--- src/rtl/calc_pkg.sv ---
// Shared opcode, width and sequencer state definitions for the calculator.
package calc_pkg;

  localparam int FUNC_W = 3;

  localparam logic [FUNC_W-1:0] OP_CLR = 3'd0;
  localparam logic [FUNC_W-1:0] OP_LD1 = 3'd1;
  localparam logic [FUNC_W-1:0] OP_LD2 = 3'd2;
  localparam logic [FUNC_W-1:0] OP_LD3 = 3'd3;
  localparam logic [FUNC_W-1:0] OP_DIV = 3'd4;
  localparam logic [FUNC_W-1:0] OP_RES = 3'd5;
  localparam logic [FUNC_W-1:0] OP_DIS = 3'd6;
  localparam logic [FUNC_W-1:0] OP_HLT = 3'd7;

  localparam logic [1:0] S_IDLE  = 2'd0;
  localparam logic [1:0] S_ISSUE = 2'd1;
  localparam logic [1:0] S_DONE  = 2'd2;

endpackage

--- src/rtl/program_rom.sv ---
// Fixed division program; every address past the HLT slot also reads HLT/0.
module program_rom
  import calc_pkg::*;
#(
  parameter int VALUE_W = 4,
  parameter int A       = 4,
  parameter int B       = 2,
  parameter int PC_W    = 3
) (
  input  logic [PC_W-1:0]    addr,
  output logic [FUNC_W-1:0]  func,
  output logic [VALUE_W-1:0] value
);

  logic [31:0] addr_ext;

  assign addr_ext = 32'(addr);

  always_comb begin
    func  = OP_HLT;
    value = '0;
    case (addr_ext)
      32'd0: func = OP_CLR;
      32'd1: begin
        func  = OP_LD1;
        value = VALUE_W'(A);
      end
      32'd2: begin
        func  = OP_LD2;
        value = VALUE_W'(B);
      end
      32'd3: func = OP_LD3;
      32'd4: func = OP_DIV;
      32'd5: func = OP_RES;
      32'd6: func = OP_DIS;
      default: func = OP_HLT;
    endcase
  end

endmodule

--- src/rtl/program_sequencer.sv ---
// Steps the program ROM and issues each instruction to the datapath over valid/ready.
module program_sequencer
  import calc_pkg::*;
#(
  parameter int VALUE_W = 4,
  parameter int A       = 4,
  parameter int B       = 2,
  parameter int PC_W    = 3,
  parameter bit LOOP    = 1'b0
) (
  input  logic               clk,
  input  logic               rst,
  input  logic               start,
  input  logic               abort,
  input  logic               ready,
  output logic               valid,
  output logic [FUNC_W-1:0]  func,
  output logic [VALUE_W-1:0] value,
  output logic [PC_W-1:0]    pc,
  output logic               busy,
  output logic               done
);

  if (A >= (1 << VALUE_W)) begin : g_a_range
    $error("program_sequencer: A does not fit in VALUE_W bits");
  end
  if (B >= (1 << VALUE_W)) begin : g_b_range
    $error("program_sequencer: B does not fit in VALUE_W bits");
  end

  localparam logic [PC_W-1:0] PC_LAST = '1;

  logic [1:0]         state_reg, state_next;
  logic [PC_W-1:0]    pc_reg, pc_next;
  logic               valid_reg, valid_next;
  logic [FUNC_W-1:0]  func_reg, func_next;
  logic [VALUE_W-1:0] value_reg, value_next;
  logic               busy_reg, busy_next;
  logic               done_reg, done_next;

  logic [PC_W-1:0]    rom_addr;
  logic [FUNC_W-1:0]  rom_func;
  logic [VALUE_W-1:0] rom_value;
  logic               last_instr;

  // Outside ISSUE the only instruction ever needed is the first one.
  assign rom_addr = (state_reg == S_ISSUE) ? pc_reg + PC_W'(1) : '0;

  program_rom #(
    .VALUE_W(VALUE_W),
    .A      (A),
    .B      (B),
    .PC_W   (PC_W)
  ) u_rom (
    .addr (rom_addr),
    .func (rom_func),
    .value(rom_value)
  );

  assign last_instr = (pc_reg == PC_LAST) || (rom_func == OP_HLT);

  always_comb begin
    state_next = state_reg;
    pc_next    = pc_reg;
    valid_next = valid_reg;
    func_next  = func_reg;
    value_next = value_reg;
    done_next  = 1'b0;
    if (abort) begin
      state_next = S_IDLE;
      pc_next    = '0;
      valid_next = 1'b0;
    end else begin
      case (state_reg)
        S_IDLE: begin
          if (start) begin
            state_next = S_ISSUE;
            pc_next    = '0;
            valid_next = 1'b1;
            func_next  = rom_func;
            value_next = rom_value;
          end
        end
        S_ISSUE: begin
          if (ready) begin
            pc_next = rom_addr;
            if (last_instr) begin
              // HLT is never presented; pc is left pointing at it.
              state_next = S_DONE;
              valid_next = 1'b0;
              done_next  = 1'b1;
            end else begin
              func_next  = rom_func;
              value_next = rom_value;
            end
          end
        end
        S_DONE: begin
          if (LOOP) begin
            state_next = S_ISSUE;
            pc_next    = '0;
            valid_next = 1'b1;
            func_next  = rom_func;
            value_next = rom_value;
          end else begin
            state_next = S_IDLE;
            pc_next    = '0;
          end
        end
        default: begin
          state_next = S_IDLE;
          pc_next    = '0;
          valid_next = 1'b0;
        end
      endcase
    end
    busy_next = (state_next == S_ISSUE);
  end

  always_ff @(posedge clk) begin
    if (rst) begin
      state_reg <= S_IDLE;
      pc_reg    <= '0;
      valid_reg <= 1'b0;
      func_reg  <= OP_CLR;
      value_reg <= '0;
      busy_reg  <= 1'b0;
      done_reg  <= 1'b0;
    end else begin
      state_reg <= state_next;
      pc_reg    <= pc_next;
      valid_reg <= valid_next;
      func_reg  <= func_next;
      value_reg <= value_next;
      busy_reg  <= busy_next;
      done_reg  <= done_next;
    end
  end

  assign valid = valid_reg;
  assign func  = func_reg;
  assign value = value_reg;
  assign pc    = pc_reg;
  assign busy  = busy_reg;
  assign done  = done_reg;

endmodule

--- config.mk ---
export PLATFORM = sky130hd
export DESIGN_NAME = program_sequencer
export DESIGN_NICKNAME = d
export VERILOG_FILES = /design/src/rtl/calc_pkg.sv /design/src/rtl/program_rom.sv /design/src/rtl/program_sequencer.sv
export SDC_FILE = /design/constraint.sdc
export NUM_CORES = 1
export LEC_CHECK = 0
export ABC_AREA = 1
export CORE_MARGIN = 2
export CORE_UTILIZATION = 41
export CTS_CLUSTER_SIZE = 20
export DETAILED_ROUTE_END_ITERATION = 8
export GPL_TIMING_DRIVEN = 0
export PLACE_DENSITY = 0.72
export SLEW_MARGIN = 20
export SYNTH_ARGS = -nofsm -noshare
export SYNTH_HDL_FRONTEND = slang
export SYNTH_SLANG_ARGS = --single-unit
--- constraint.sdc ---
create_clock -name clk -period 1.4 [get_ports clk]
set_input_delay 0.14 -clock clk [delete_from_list [all_inputs] [get_ports clk]]
set_output_delay 0.14 -clock clk [all_outputs]
set_load 0.005 [all_outputs]
After elaboration in Yosys (flattened, before gate mapping)
Cells that the tools add are included.
{"block": "word_totals", "ff_bits": 15, "latch_bits": 0, "mem_bits_rw": 0, "romBits": 0, "out_inout_bits": 13, "elab_cells": 60, "n_memories": 0}
{"block": "classes", "addsub": 1, "n_mul": 0, "n_div": 0, "n_lt_le_gt_ge": 0, "eq_ne": 15, "shift": 0, "muxes": 24, "bitwise": 4, "reduce_logical": 9}
{"cell": "32-bit zero test", "n": 1}
{"cell": "3-bit one-hot mux with 7 select lines", "n": 1}
{"cell": "3-bit two-way mux", "n": 6}
{"cell": "3-bit one-hot mux with 2 select lines", "n": 3}
{"cell": "3-bit equality test (second input constant)", "n": 5}
{"cell": "4-bit two-way mux", "n": 3}
{"cell": "2-bit two-way mux", "n": 4}
{"cell": "2-bit inequality test (second input constant)", "n": 4}
{"cell": "4-bit one-hot mux with 2 select lines", "n": 1}
{"cell": "3-bit by 2-bit equality test with 1-bit output (second input constant)", "n": 2}
{"cell": "5-bit AND reduction", "n": 1}
{"cell": "2-bit by 1-bit equality test with 1-bit output (second input constant)", "n": 2}
{"cell": "1-bit two-way mux", "n": 4}
{"cell": "1-bit NOT", "n": 4}
{"cell": "2-bit one-hot mux with 2 select lines", "n": 1}
{"cell": "4-bit AND reduction", "n": 1}
{"cell": "4-bit OR reduction", "n": 1}
{"cell": "3-bit by 1-bit adder with 3-bit output (second input constant)", "n": 1}
{"cell": "3-bit by 1-bit equality test with 1-bit output (second input constant)", "n": 1}
{"cell": "1-bit one-hot mux with 3 select lines", "n": 1}
{"cell": "2-bit equality test (second input constant)", "n": 1}
{"cell": "2-bit zero test", "n": 1}
{"cell": "2-bit AND reduction", "n": 1}
{"cell": "2-bit nonzero test", "n": 1}
{"cell": "other kinds (2)", "n": 2}

Depth between registers and ports, before layout
{"block": "logic_depth", "word_depth": 11, "depth_mapped": 8, "mapped_depth_nobuf": 8}

By module
Synthesis repeated with hierarchy kept, for this count alone.
{"block": "unflattened", "cells_unflattened": 107, "area_unflattened_um2": 789.5}
{"mod": "program_sequencer", "n_inst": 1, "cells_each": 95, "area_each_um2": 737.0}
{"mod": "program_rom", "n_inst": 1, "cells_each": 12, "area_each_um2": 52.6}

Worst setup path before layout
OpenSTA, ideal clock, no wires.
{"block": "synth_timing", "path_type": "register to register", "start": "reg pc_reg[0], in the netlist pc[0]", "end": "reg func_reg[0], in the netlist func[0]", "t_arrival_ns": 1.405, "t_required_ns": 1.332, "path_slack_ns": -0.073, "path_stages_with_launch": 9, "period_less_slack_ns": 1.473, "path_cell_list": "dfxtp_1 > ha_1 > ha_1 > nand3_2 > o21bai_2 > nand2_2 > nand2_4 > nand2_2 > a21oi_2"}
{"block": "synth_via", "elab_chain_len": 8, "word_cells_on_any_way": 19, "classes_between": "add/sub: 1; eq/ne: 9; mux: 6; reduce/logical: 3"}
{"element": "from (decl)", "line_no": "program_sequencer.sv:34", "rtl": "logic [PC_W-1:0] pc_reg, pc_next;"}
{"element": "from (signal assigned)", "line_no": "program_sequencer.sv:131", "rtl": "pc_reg <= pc_next;"}
{"element": "3-bit by 1-bit adder with 3-bit output", "line_no": "program_sequencer.sv:47", "rtl": "assign rom_addr = (state_reg == S_ISSUE) ? pc_reg + PC_W'(1) : '0;"}
{"element": "3-bit two-way mux", "line_no": "program_sequencer.sv:47"}
{"element": "32-bit zero test, or another cell as far along", "line_no": "program_rom.sv:22", "rtl": "case (addr_ext)"}
{"element": "3-bit one-hot mux with 7 select lines", "line_no": "program_rom.sv:22"}
{"element": "3-bit equality test", "line_no": "program_sequencer.sv:60", "rtl": "assign last_instr = (pc_reg == PC_LAST) || (rom_func == OP_HLT);"}
{"element": "1-bit logical OR", "line_no": "program_sequencer.sv:60"}
{"element": "2-bit inequality test (no line)"}
{"element": "5-bit AND reduction (no line)"}
{"element": "to (signal assigned)", "line_no": "program_sequencer.sv:133", "rtl": "func_reg <= func_next;"}
{"element": "to (decl)", "line_no": "program_sequencer.sv:36", "rtl": "logic [FUNC_W-1:0] func_reg, func_next;"}
Parallel ways exist; a longest one is shown, timed or not. The select of a mux whose other input is x is not followed.
A chain may end at the register's enable or synchronous reset.

Worst setup path after layout
{"block": "layout_timing", "start": "reg pc_reg[0], in the netlist pc[0]", "end": "reg valid_reg, in the netlist valid"}
{"block": "layout_via", "elab_chain_len": 8, "word_cells_on_any_way": 15, "classes_between": "add/sub: 1; eq/ne: 9; mux: 2; reduce/logical: 3"}
{"element": "3-bit by 1-bit adder with 3-bit output", "line_no": "program_sequencer.sv:47"}
{"element": "3-bit two-way mux", "line_no": "program_sequencer.sv:47"}
{"element": "32-bit zero test, or another cell as far along", "line_no": "program_rom.sv:22"}
{"element": "3-bit one-hot mux with 7 select lines", "line_no": "program_rom.sv:22"}
{"element": "3-bit equality test", "line_no": "program_sequencer.sv:60"}
{"element": "1-bit logical OR *", "line_no": "program_sequencer.sv:60"}
{"element": "2-bit inequality test (no line) *"}
{"element": "4-bit AND reduction (no line) *"}
{"element": "to (signal assigned)", "line_no": "program_sequencer.sv:132", "rtl": "valid_reg <= valid_next;"}
{"element": "to (decl)", "line_no": "program_sequencer.sv:35", "rtl": "logic valid_reg, valid_next;"}
Mark *: on every way between the ends. The rest lies on a longest branch, timed or not.

==> flow_summary.toml <==
[outcome]
status = "finished, violations left"
violations_in_the_final_reports = "setup timing"

[setup_path]
critical-path-max-stage-delay_ns = 0.36
worst_path_most_repeated_cell = "sky130_fd_sc_hd__ha_4"
worst-path-max-fanout = 3
crit_chain = "ha_4 -> ha_4 -> inv_1 -> o211ai_1 -> nand2_1 -> nand2_2 -> a21boi_2"
timing.critical_path.required_ns = 1.57
critical_path.slowest_cell = "sky130_fd_sc_hd__dfxtp_4"
data_arrival_time_of_the_critical_path_ns = 1.66
worstSetupPathType = "register to register"
worst_setup_path_start_kind = "register"
endpoint_kind = "register"

[logic_synthesis]
ys_seq_area_frac = 0.380
postSynthCellCount = 84
yosysUniqueCellTypes = 24
syn-cell-area_um2 = 684
syn-mean-instance-area_um2 = 8.15
synth-seq-cells = 13
yosys_warnings = 0

[power_and_ir_drop]
p_int_uw = 554
power.static_leakage_uw = 0.000406
p_comb_frac = 0.181
fin_total_pwr_uw = 756
power.density_cell_area_nw_per_um2 = 780
net-switching-power_uw = 202
clock_power_share = 0.302
vdd_ir_drop_max_mv = 0.465
power_switching_share = 0.267
seq_power_share = 0.517

[run]
cap_viol_max_count = 0

[detailed_routing]
vias = 615
routed_wl_um = 1360
route.antenna.remaining_nets = 0
first_iter_violations = 8
vias_per_cell = 5.00
wl_per_cell_um = 11.0
number_of_iterations_in_the_first_detailed_routing_pass = 4
drc = 0

[global_route]
via_count_of_the_first_global_routing_pass = 572
antenna_found_initial = 0
grt-ovfl-total = 0
groute.usage.overall = 0.150
pin_count_of_the_biggest_net_entering_global_routing = 9
grt_first_pass_wirelength_um = 2250

[die]
fp-row-count = 14
core_um2 = 1540
design.portCount = 18
die_width_um = 44.9
die_height_um = 44.9
effective_utilization_at_floorplan = 0.444
fp.dieArea_um2 = 2010

[timing]
setup_skew_after_layout_ns = 0.00527
setup_viol = 8
postLayoutSetupSlackWorst_ns = -0.0859
period_needed_ns = 1.49
rsz0062_at_grt = "true"
fmax_mhz = 673
slew_viol_final = 0
finalHoldViolations = 0
timing.final.crit_share = 1.06

[cells_and_area]
mostFrequentLayoutCell = "sky130_fd_sc_hd__clkdlybuf4s50_1"
insertedDiodeCount = 0
areaGrowthSynthToFinish_pct = 41.7
finish.utilization = 0.629
mostFrequentLayoutCells = "sky130_fd_sc_hd__clkdlybuf4s50_1 (13), sky130_fd_sc_hd__nor2_1 (10), sky130_fd_sc_hd__dfxtp_1 (10)"
layout-drive-gt1-share = 0.346
finalNetCount = 115

[clocking]
tritoncts = "done"
clock_insertion_delay_worst_skew_ns = 0.27
root_buffer = "sky130_fd_sc_hd__clkbuf_4"
cts_sinks = 13
tritoncts.num_buffers = 3
htreeDepth = 1
holdBufCountCts = 0
clockBufferDepth = 2
clock_slew_at_reported_path_ffs_ns = 0.08

[place]
port_buffers = 14
gpl.final_weighted_congestion = 0.799
detailed_place_hpwl_um = 963

[min_path]
hp-class = "input port to register"
worst max-delay path: cells and delay by family, from the launching register on:
| family | cells | cell delay [ns] |
|---|---|---|
| flops | 1 | 0.36 |
| fa+ha+maj | 2 | 0.44 |
| buf+inv | 1 | 0.06 |
| compound gates | 2 | 0.32 |
| simple gates | 2 | 0.20 |
routing by layer:
layer | vias up | global-route usage | share of wire
met5 | - | 0 | 0
met4 | 0 | 0.0706 | 0.0044
met3 | 2 | 0.0120 | 0.040
met2 | 13 | 0.258 | 0.51
met1 | 285 | 0.191 | 0.45
li1 | 315 | - | -
power groups by stage:
| stage | clock network [uW] | registers, uW | logic (uW) |
|---|---|---|---|
| final | 229 | 391 | 137 |
| after global routing | 252 | 393 | 151 |
| after CTS | 238 | 391 | 132 |
| after detailed placement | 0 | 401 | 124 |
| after global placement | 0 | 401 | 123 |
| after floorplan | 0 | 401 | 81.6 |
synth_stat cells:
cell,number,share of area
sky130_fd_sc_hd__o21bai_2,1,0.016
sky130_fd_sc_hd__nor4_1,2,0.018
sky130_fd_sc_hd__a21boi_1,1,0.011
sky130_fd_sc_hd__nor2_8,1,0.029
sky130_fd_sc_hd__a21oi_2,4,0.051
sky130_fd_sc_hd__buf_4,2,0.022
sky130_fd_sc_hd__a31oi_1,2,0.018
sky130_fd_sc_hd__o21ai_0,3,0.022
sky130_fd_sc_hd__clkbuf_1,1,0.0055
sky130_fd_sc_hd__nor2_4,1,0.016
sky130_fd_sc_hd__nor2_1,10,0.055
sky130_fd_sc_hd__or2_4,1,0.013
sky130_fd_sc_hd__a21oi_1,3,0.022
sky130_fd_sc_hd__nand3_1,6,0.044
sky130_fd_sc_hd__conb_1,1,0.0055
sky130_fd_sc_hd__inv_2,2,0.011
sky130_fd_sc_hd__nand2_2,6,0.055
sky130_fd_sc_hd__nand2_4,3,0.049
sky130_fd_sc_hd__nand2_1,8,0.044
sky130_fd_sc_hd__o211ai_1,1,0.011
sky130_fd_sc_hd__inv_1,9,0.049
sky130_fd_sc_hd__nand3_2,1,0.015
sky130_fd_sc_hd__ha_1,2,0.037
sky130_fd_sc_hd__dfxtp_1,13,0.38
final timing paths:
check             startpoint        to  slack (ns)  depth (start not counted)
setup reg to reg       pc[0]     valid       -0.09                          7
setup / recovery       pc[0]     valid       -0.09                          7
hold reg to reg      func[2]   func[2]        0.46                          2
hold / removal           rst  value[2]        0.27                          2
cell type report:
class	instances	area (um2)
clock buffer	4	26.3
tap	16	20.0
sequential	13	267
fill	129	572
inverter	11	41.3
buffer	3	18.8
multi-input combinational	59	432
timing repair buffer	17	165
stage by stage:
| step | cells | setup TNS, ns | hold slack (ns) | instance area [um2] | setup slack, ns |
|---|---|---|---|---|---|
| 6_report | 123 | -0.297 | 0.272 | 970 | -0.0859 |
| 5_1_grt | 123 | -0.730 | 0.275 | 970 | -0.115 |
| 4_1_cts | 122 | -0.222 | 0.254 | 946 | -0.0492 |
| 3_5_place_dp | 115 | -0.723 | 0.455 | 876 | -0.133 |
| 3_3_place_gp | 115 | -0.501 | 0.447 | 876 | -0.108 |
| 2_1_floorplan | 85 | -0.0806 | 0.219 | 716 | -0.0201 |
cells by family after synthesis:
logic type,Yosys count,share of synthesized area
simple gates,39,0.338
compound gates,15,0.152
buf+inv,14,0.0877
flops,13,0.380
fa+ha+maj,2,0.0366
other cells,1,0.00548
repair_timing:
| item | CTS | global route |
|---|---|---|
| gates resized for setup | 4 | 5 |
| endpoints found under the hold margin | 0 | 0 |
| pin swaps | 6 | 3 |
| cloned | 1 | 0 |
| endpoints found under the setup margin | 8 | 10 |
| buffers inserted | 2 | 1 |
(Power assumes the default switching activity.)
